### config.mk
export PLATFORM = sky130hd
export DESIGN_NAME = unidade_execucao_flat
export DESIGN_NICKNAME = d
export VERILOG_FILES = /design/src/rtl/unidade_execucao_if.sv /design/src/rtl/unidade_execucao.sv /design/src/flat_wrapper.sv
export SDC_FILE = /design/constraint.sdc
export NUM_CORES = 1
export LEC_CHECK = 0
export BUFFER_PORTS_ARGS = -buffer_cell sky130_fd_sc_hd__buf_2
export CORE_AREA = 5 5 72 74
export CTS_BUF_LIST = sky130_fd_sc_hd__clkbuf_4 sky130_fd_sc_hd__clkbuf_8
export DETAILED_ROUTE_END_ITERATION = 10
export DIE_AREA = 0 0 77 79
export SLEW_MARGIN = 10
export SYNTH_ARGS = -nofsm -noshare
export SYNTH_HDL_FRONTEND = slang
export SYNTH_SLANG_ARGS = --single-unit
### constraint.sdc
create_clock -name clk -period 4.56 [get_ports clk]
set_clock_uncertainty 0.15 [all_clocks]
set_input_delay 1.368 -clock clk [delete_from_list [all_inputs] [get_ports clk]]
set_output_delay 1.368 -clock clk [all_outputs]
set_load 0.02 [all_outputs]
### src/rtl/unidade_execucao_if.sv
// Sequencer <-> execution-unit bus: opcode/operand/ALU-select inputs and result/status outputs.
// master = sequencer side, slave = unidade_execucao.
interface unidade_execucao_if #(
   parameter int W   = 5,
   parameter int OPW = 5
);
   logic [OPW-1:0] operacao;
   logic [W-1:0]   entrada;
   logic [1:0]     ula_sel;
   logic [W-1:0]   Tx;
   logic           tx_valid;
   logic           ovf;
   logic           seq_err;
   logic           busy;

   modport master (
      output operacao, entrada, ula_sel,
      input  Tx, tx_valid, ovf, seq_err, busy
   );

   modport slave (
      input  operacao, entrada, ula_sel,
      output Tx, tx_valid, ovf, seq_err, busy
   );
endinterface

### src/rtl/unidade_execucao.sv
// Execution stage: LOAD_A / LOAD_B / EXEC / STORE sequencing around a 4-function ALU.
// Optional macro SAT_EN makes add/sub saturate instead of wrapping.
//
// state     | meaning
// ----------+------------------------------------------
// S_IDLE    | no operand held, waiting for LOAD_A
// S_HAVE_A  | regA valid, waiting for LOAD_B
// S_HAVE_AB | regA/regB valid, waiting for EXEC
// S_HAVE_R  | regR valid, waiting for STORE
module unidade_execucao #(
   parameter int W   = 5,
   parameter int OPW = 5
) (
   input logic               clk,
   input logic               rst_n,
   unidade_execucao_if.slave bus
);

   typedef enum logic [1:0] {
      S_IDLE    = 2'd0,
      S_HAVE_A  = 2'd1,
      S_HAVE_AB = 2'd2,
      S_HAVE_R  = 2'd3
   } state_t;

   localparam logic [OPW-1:0] OP_NOP    = OPW'(0);
   localparam logic [OPW-1:0] OP_LOAD_A = OPW'(1);
   localparam logic [OPW-1:0] OP_LOAD_B = OPW'(2);
   localparam logic [OPW-1:0] OP_EXEC   = OPW'(3);
   localparam logic [OPW-1:0] OP_STORE  = OPW'(4);

   state_t         state_q, state_d;
   logic [W-1:0]   reg_a_q, reg_b_q, reg_r_q, tx_q;
   logic           tx_valid_q, ovf_q, seq_err_q, busy_q;

   logic           err;
   logic           ld_a, ld_b, do_exec, do_store;
   logic [W:0]     sum_w, diff_w;
   logic [W-1:0]   alu_res;
   logic           alu_ovf;

   always_ff @(posedge clk) begin
      if (!rst_n) begin
         state_q <= S_IDLE;
         busy_q  <= 1'b0;
      end else begin
         state_q <= state_d;
         busy_q  <= (state_d != S_IDLE);
      end
   end

   // Anything other than the one advancing op, a same-state reload, or NOP is an error.
   always_comb begin
      state_d = state_q;
      err     = 1'b0;
      case (state_q)
         S_IDLE: begin
            if (bus.operacao == OP_LOAD_A)   state_d = S_HAVE_A;
            else if (bus.operacao != OP_NOP) err     = 1'b1;
         end
         S_HAVE_A: begin
            if (bus.operacao == OP_LOAD_B)   state_d = S_HAVE_AB;
            else if (bus.operacao != OP_NOP && bus.operacao != OP_LOAD_A) err = 1'b1;
         end
         S_HAVE_AB: begin
            if (bus.operacao == OP_EXEC)     state_d = S_HAVE_R;
            else if (bus.operacao != OP_NOP && bus.operacao != OP_LOAD_B) err = 1'b1;
         end
         S_HAVE_R: begin
            if (bus.operacao == OP_STORE)    state_d = S_IDLE;
            else if (bus.operacao != OP_NOP) err     = 1'b1;
         end
         default: begin
            state_d = S_IDLE;
            err     = 1'b1;
         end
      endcase
   end

   always_comb begin
      ld_a     = 1'b0;
      ld_b     = 1'b0;
      do_exec  = 1'b0;
      do_store = 1'b0;
      case (state_q)
         S_IDLE:    ld_a     = (bus.operacao == OP_LOAD_A);
         S_HAVE_A: begin
            ld_a = (bus.operacao == OP_LOAD_A);
            ld_b = (bus.operacao == OP_LOAD_B);
         end
         S_HAVE_AB: begin
            ld_b    = (bus.operacao == OP_LOAD_B);
            do_exec = (bus.operacao == OP_EXEC);
         end
         S_HAVE_R:  do_store = (bus.operacao == OP_STORE);
         default: ;
      endcase
   end

   always_comb begin
      sum_w   = {1'b0, reg_a_q} + {1'b0, reg_b_q};
      diff_w  = {1'b0, reg_a_q} - {1'b0, reg_b_q};
      alu_res = '0;
      alu_ovf = 1'b0;
      case (bus.ula_sel)
         2'd0: begin
            alu_ovf = sum_w[W];
`ifdef SAT_EN
            alu_res = sum_w[W] ? '1 : sum_w[W-1:0];
`else
            alu_res = sum_w[W-1:0];
`endif
         end
         2'd1: begin
            // top bit of the widened difference is the borrow
            alu_ovf = diff_w[W];
`ifdef SAT_EN
            alu_res = diff_w[W] ? '0 : diff_w[W-1:0];
`else
            alu_res = diff_w[W-1:0];
`endif
         end
         2'd2:    alu_res = reg_a_q & reg_b_q;
         default: alu_res = reg_a_q | reg_b_q;
      endcase
   end

   always_ff @(posedge clk) begin
      if (!rst_n) begin
         reg_a_q    <= '0;
         reg_b_q    <= '0;
         reg_r_q    <= '0;
         tx_q       <= '0;
         tx_valid_q <= 1'b0;
         ovf_q      <= 1'b0;
         seq_err_q  <= 1'b0;
      end else begin
         if (ld_a) reg_a_q <= bus.entrada;
         if (ld_b) reg_b_q <= bus.entrada;
         if (do_exec) begin
            reg_r_q <= alu_res;
            ovf_q   <= alu_ovf;
         end
         if (do_store) tx_q <= reg_r_q;
         tx_valid_q <= do_store;
         if (err) seq_err_q <= 1'b1;
      end
   end

   assign bus.Tx       = tx_q;
   assign bus.tx_valid = tx_valid_q;
   assign bus.ovf      = ovf_q;
   assign bus.seq_err  = seq_err_q;
   assign bus.busy     = busy_q;

endmodule

### src/flat_wrapper.sv
// flat-port wrapper written by rule: the top's interface ports become plain ports
module unidade_execucao_flat 
#(
   parameter int W   = 5,
   parameter int OPW = 5
)
  (clk, rst_n, bus_operacao, bus_entrada, bus_ula_sel, bus_Tx, bus_tx_valid, bus_ovf, bus_seq_err, bus_busy);
  unidade_execucao_if #(.W(W), .OPW(OPW)) bus_i ();
  input logic clk;
  input logic rst_n;
  input wire logic [$bits(bus_i.operacao)-1:0] bus_operacao;
  input wire logic [$bits(bus_i.entrada)-1:0] bus_entrada;
  input wire logic [$bits(bus_i.ula_sel)-1:0] bus_ula_sel;
  output wire logic [$bits(bus_i.Tx)-1:0] bus_Tx;
  output wire logic [$bits(bus_i.tx_valid)-1:0] bus_tx_valid;
  output wire logic [$bits(bus_i.ovf)-1:0] bus_ovf;
  output wire logic [$bits(bus_i.seq_err)-1:0] bus_seq_err;
  output wire logic [$bits(bus_i.busy)-1:0] bus_busy;
  assign bus_i.operacao = bus_operacao;
  assign bus_i.entrada = bus_entrada;
  assign bus_i.ula_sel = bus_ula_sel;
  assign bus_Tx = bus_i.Tx;
  assign bus_tx_valid = bus_i.tx_valid;
  assign bus_ovf = bus_i.ovf;
  assign bus_seq_err = bus_i.seq_err;
  assign bus_busy = bus_i.busy;
  unidade_execucao #(.W(W), .OPW(OPW)) u_core (.clk(clk), .rst_n(rst_n), .bus(bus_i));
endmodule
==> results by stage <==
Critical path:
- STA classifies the critical path startpoint as an input port.
- The setup slack of the most critical reg-to-reg path is 2.41 ns.
- In this run the worst setup path terminates at u_core.bus.busy.
- The critical path starts at bus_operacao[4].
- The worst path arrival time is 2.64 ns.
- The startpoint of the worst register-to-register path is u_core.reg_b_q[0].
- The element type at the critical path end is a flip-flop.
- The worst register-to-register path has a depth of 7.
- Data on the critical path is required at its endpoint by 4.55 ns.
- The destination of the worst register-to-register timing path is u_core.reg_r_q[2].
- Along the worst path, the maximum fanout reaches 5.
- The critical path class is in2reg.

Hold path:
- The path category of the worst min-delay check is reg2reg.

Clock network:
- The clock transition at the registers of the reported paths is 0.09 ns.
- The CTS tree is yes.
- The number of H-tree levels is 1.
- Buffers inserted to repair hold after CTS numbered 0.
- The root cell of the clock tree is clkbuf_8.
- The post-cts resize count is 0.
- The number of buffers added by the clock tree synthesis step is 3.
- The clock passes through at most 2 buffers.
- The number of setup buffers added after CTS is 0.
- At the later pin of the worst-skew pair, clock insertion delay measures 0.27 ns.
- The clock net in this run drives a total of 26 sinks.

Floorplan:
- Row generation in the floorplan step produced 25 rows.
- In this run the count of I/O pins placed on the die edge is 23.
- From left edge to right edge, the die measures 77 µm.
- Measured along the y axis, the die boundary spans 79 µm.
- For this configuration, the core starts out at a cell density of 0.382.
- The floorplan step defined a core boundary enclosing 0.00454 mm².
- The die area is 0.00608 mm².

GRT:
- For this run the aggregate overflow at the end of global routing stands at 0.
- The number of antenna violations at the first check in global routing is 0.
- The first global-routing pass estimated 6020 µm of wire.
- The number of global-route vias before repair was 1,306.
- Entering global routing, the biggest net connects 23 pins.
- The global-route usage over all layers is 0.119.

Placement:
- The post-place instance area is 0.00188 mm².
- The total of buffers placed on input and output ports is 22.
- The HPWL reported at the end of detailed placement is 2610 µm.
- The final estimated routing congestion in global placement is 0.804.

Timing:
- The worst slew margin relative to its limit is 0.550.
- The number of hold violations in the final report is 0.
- The fraction of the cycle the final worst path needs is 0.580.
- Adding up every negative setup slack in the final design gives 0 ns.
- Setup repair after global routing left no endpoint under its margin.
- The setup-violating endpoint count in the final report is 0.
- At the pin with the least slew margin, the transition time is 0.675 ns.
- The max-slew violation count is 0.
- The achievable clock frequency is 0.378 GHz.
- The smallest clock period supported by the final layout is computed as 2.65 ns.

Cells and area:
- The final-stage net count is 249.
- After routing the design area is 0.00196 mm².
- Compared with the post-synthesis result, the final layout area differs by 12.9%.
- Of the cells placed in the final design, the portion with a size suffix greater than 1 is 0.160.
- Leaving out fill and tap cells, the most frequent cells in the layout are nor2_1, dfxtp_1, buf_2.
- The library cell used most frequently in the layout, excluding fill and tap cells, is nor2_1.
- 0 antenna diodes ended up in the layout.

Power and ir drop:
- Across the VDD grid, the largest voltage drop is 0.206 mV.
- The total power divided by cell area is 233 mW/mm².
- The static power due to leakage is 0.853 nW.

Detailed routing:
- The first detailed-routing pass took 4 iterations.
- The detail-routed net length per standard cell is 12.5 µm.
- The DRC violations left is 0.
- The number of antenna-violating nets in the routed design is 0.
- The detailed router finished its first iteration with 55 violations.
- Detailed routing inserted a total of 1,357 vias.
- The via-per-instance ratio is 5.10.
- For this block, the routed nets add up to 3340 µm of wire.

Yosys:
- The largest total area in the synthesized netlist belongs to dfxtp_1.
- Counting flops with a built-in enable in the synthesized netlist gives 0.
- The per-instance average area after synthesis is 9.03 µm².
- The register area share after synthesis is 0.300.
- The async set-or-reset flop fraction in the synthesized netlist is 0.
- In the synthesized netlist the dominant register cell turns out to be dfxtp_1.
- The total number of yosys warnings is 0.
- The synthesized netlist contains 45 unique library cells.
- The area share of the leading cell type in the synthesized netlist is 0.300.
- After synthesis the netlist holds a flip-flop and latch count of 26.
- Summing every instance area after synthesis gives 0.00173 mm².
- The count of mapped cells out of synthesis is 192.
- The synthesized net count is 228.
- By area the synthesized netlist is led by dfxtp_1, ha_1, mux2i_1.

Run:
- Across the run, the number of max-cap violations was 0.

Run status:
- The run finished with clean final reports.
==> per-layer routing <==
| metal | GRT usage | routed length [µm] |
|---|---|---|
| met5 | 0 | 0 |
| met4 | 0.0361 | 40 |
| met3 | 0.0340 | 191 |
| met2 | 0.186 | 1390 |
| met1 | 0.160 | 1720 |
==> per-stage QoR <==
stage,std cells,total power (W),hold WS [ns],util,worst slack [ns]
3_5_place_dp,262,0.000271,0.328,0.415,1.63
2_1_floorplan,192,0.000257,0.305,-,1.89
4_1_cts,266,0.000461,0.352,0.431,1.92
5_1_grt,266,0.000474,0.371,0.431,1.73
3_3_place_gp,262,0.000271,0.317,0.415,1.66
6_report,266,0.000455,0.347,0.431,1.91
==> cells by family after synthesis <==
kind of cell / synth area share
adders and majority gates: 0.168
buffers and inverters: 0.0585
muxes: 0.123
AOI/OAI and AO/OA: 0.165
and+or+nand+nor: 0.186
DFF: 0.300
==> synth_stat cells (2+ instances only) <==
cell	number
o21ai_0	7
nand2_1	3
a21oi_1	8
clkbuf_1	5
nor2_1	27
nand3_1	3
inv_1	20
nor4b_1	2
mux2i_1	19
o31ai_1	2
nor3_1	4
fa_1	2
and3b_1	2
a21boi_0	2
ha_1	20
a211oi_1	5
o211ai_1	2
or2_2	2
nor4_1	2
o21bai_1	2
nor2b_1	2
dfxtp_1	26
a31oi_1	3
==> report_power, final <==
group	internal [W]	switching, W	leakage (nW)
Sequential	0.000228	0.00000115	0.210
Combinational	0.0000142	0.0000223	0.608
Clock	0.000117	0.0000714	0.0357
Total	0.000360	0.0000949	0.853
==> registers in the layout (all words and copies together) (netlist names) <==
register	count
u_core.bus.seq_err	1
u_core.bus.Tx	5
u_core.bus.tx_valid	1
u_core.bus.busy	1
u_core.state_q	2
u_core.reg_a_q	5
u_core.reg_b_q	5
u_core.bus.ovf	1
u_core.reg_r_q	5
==> layout make-up <==
cell class | count | area [µm²]
flip-flops and latches | 26 | 520
multi-input cells | 140 | 1110
inverters | 20 | 75.1
fillers | 429 | 2580
repair buffers | 22 | 110
clock buffers | 3 | 41.3
clock inverters | 1 | 30.0
well taps | 54 | 67.6
==> worst min-delay path by stage <==
stage / cells after the start / startpoint / slack [ns] / end
3_5_place_dp: 2 / u_core.bus.Tx[0] / 0.33 / u_core.bus.Tx[0]
2_1_floorplan: 2 / u_core.reg_r_q[3] / 0.30 / u_core.bus.Tx[3]
3_3_place_gp: 2 / u_core.reg_r_q[3] / 0.32 / u_core.bus.Tx[3]
4_1_cts: 2 / u_core.bus.Tx[0] / 0.35 / u_core.bus.Tx[0]
5_1_grt: 2 / u_core.bus.Tx[0] / 0.37 / u_core.bus.Tx[0]
6_report: 2 / u_core.bus.Tx[0] / 0.35 / u_core.bus.Tx[0]
==> worst max-delay path, stage by stage <==
cell and delay (ns):
buf_2 0.13, nor4_1 0.33, a21boi_0 0.22, a2111oi_2 0.45, o32ai_1 0.14
Power figures use the tool's default switching activity.
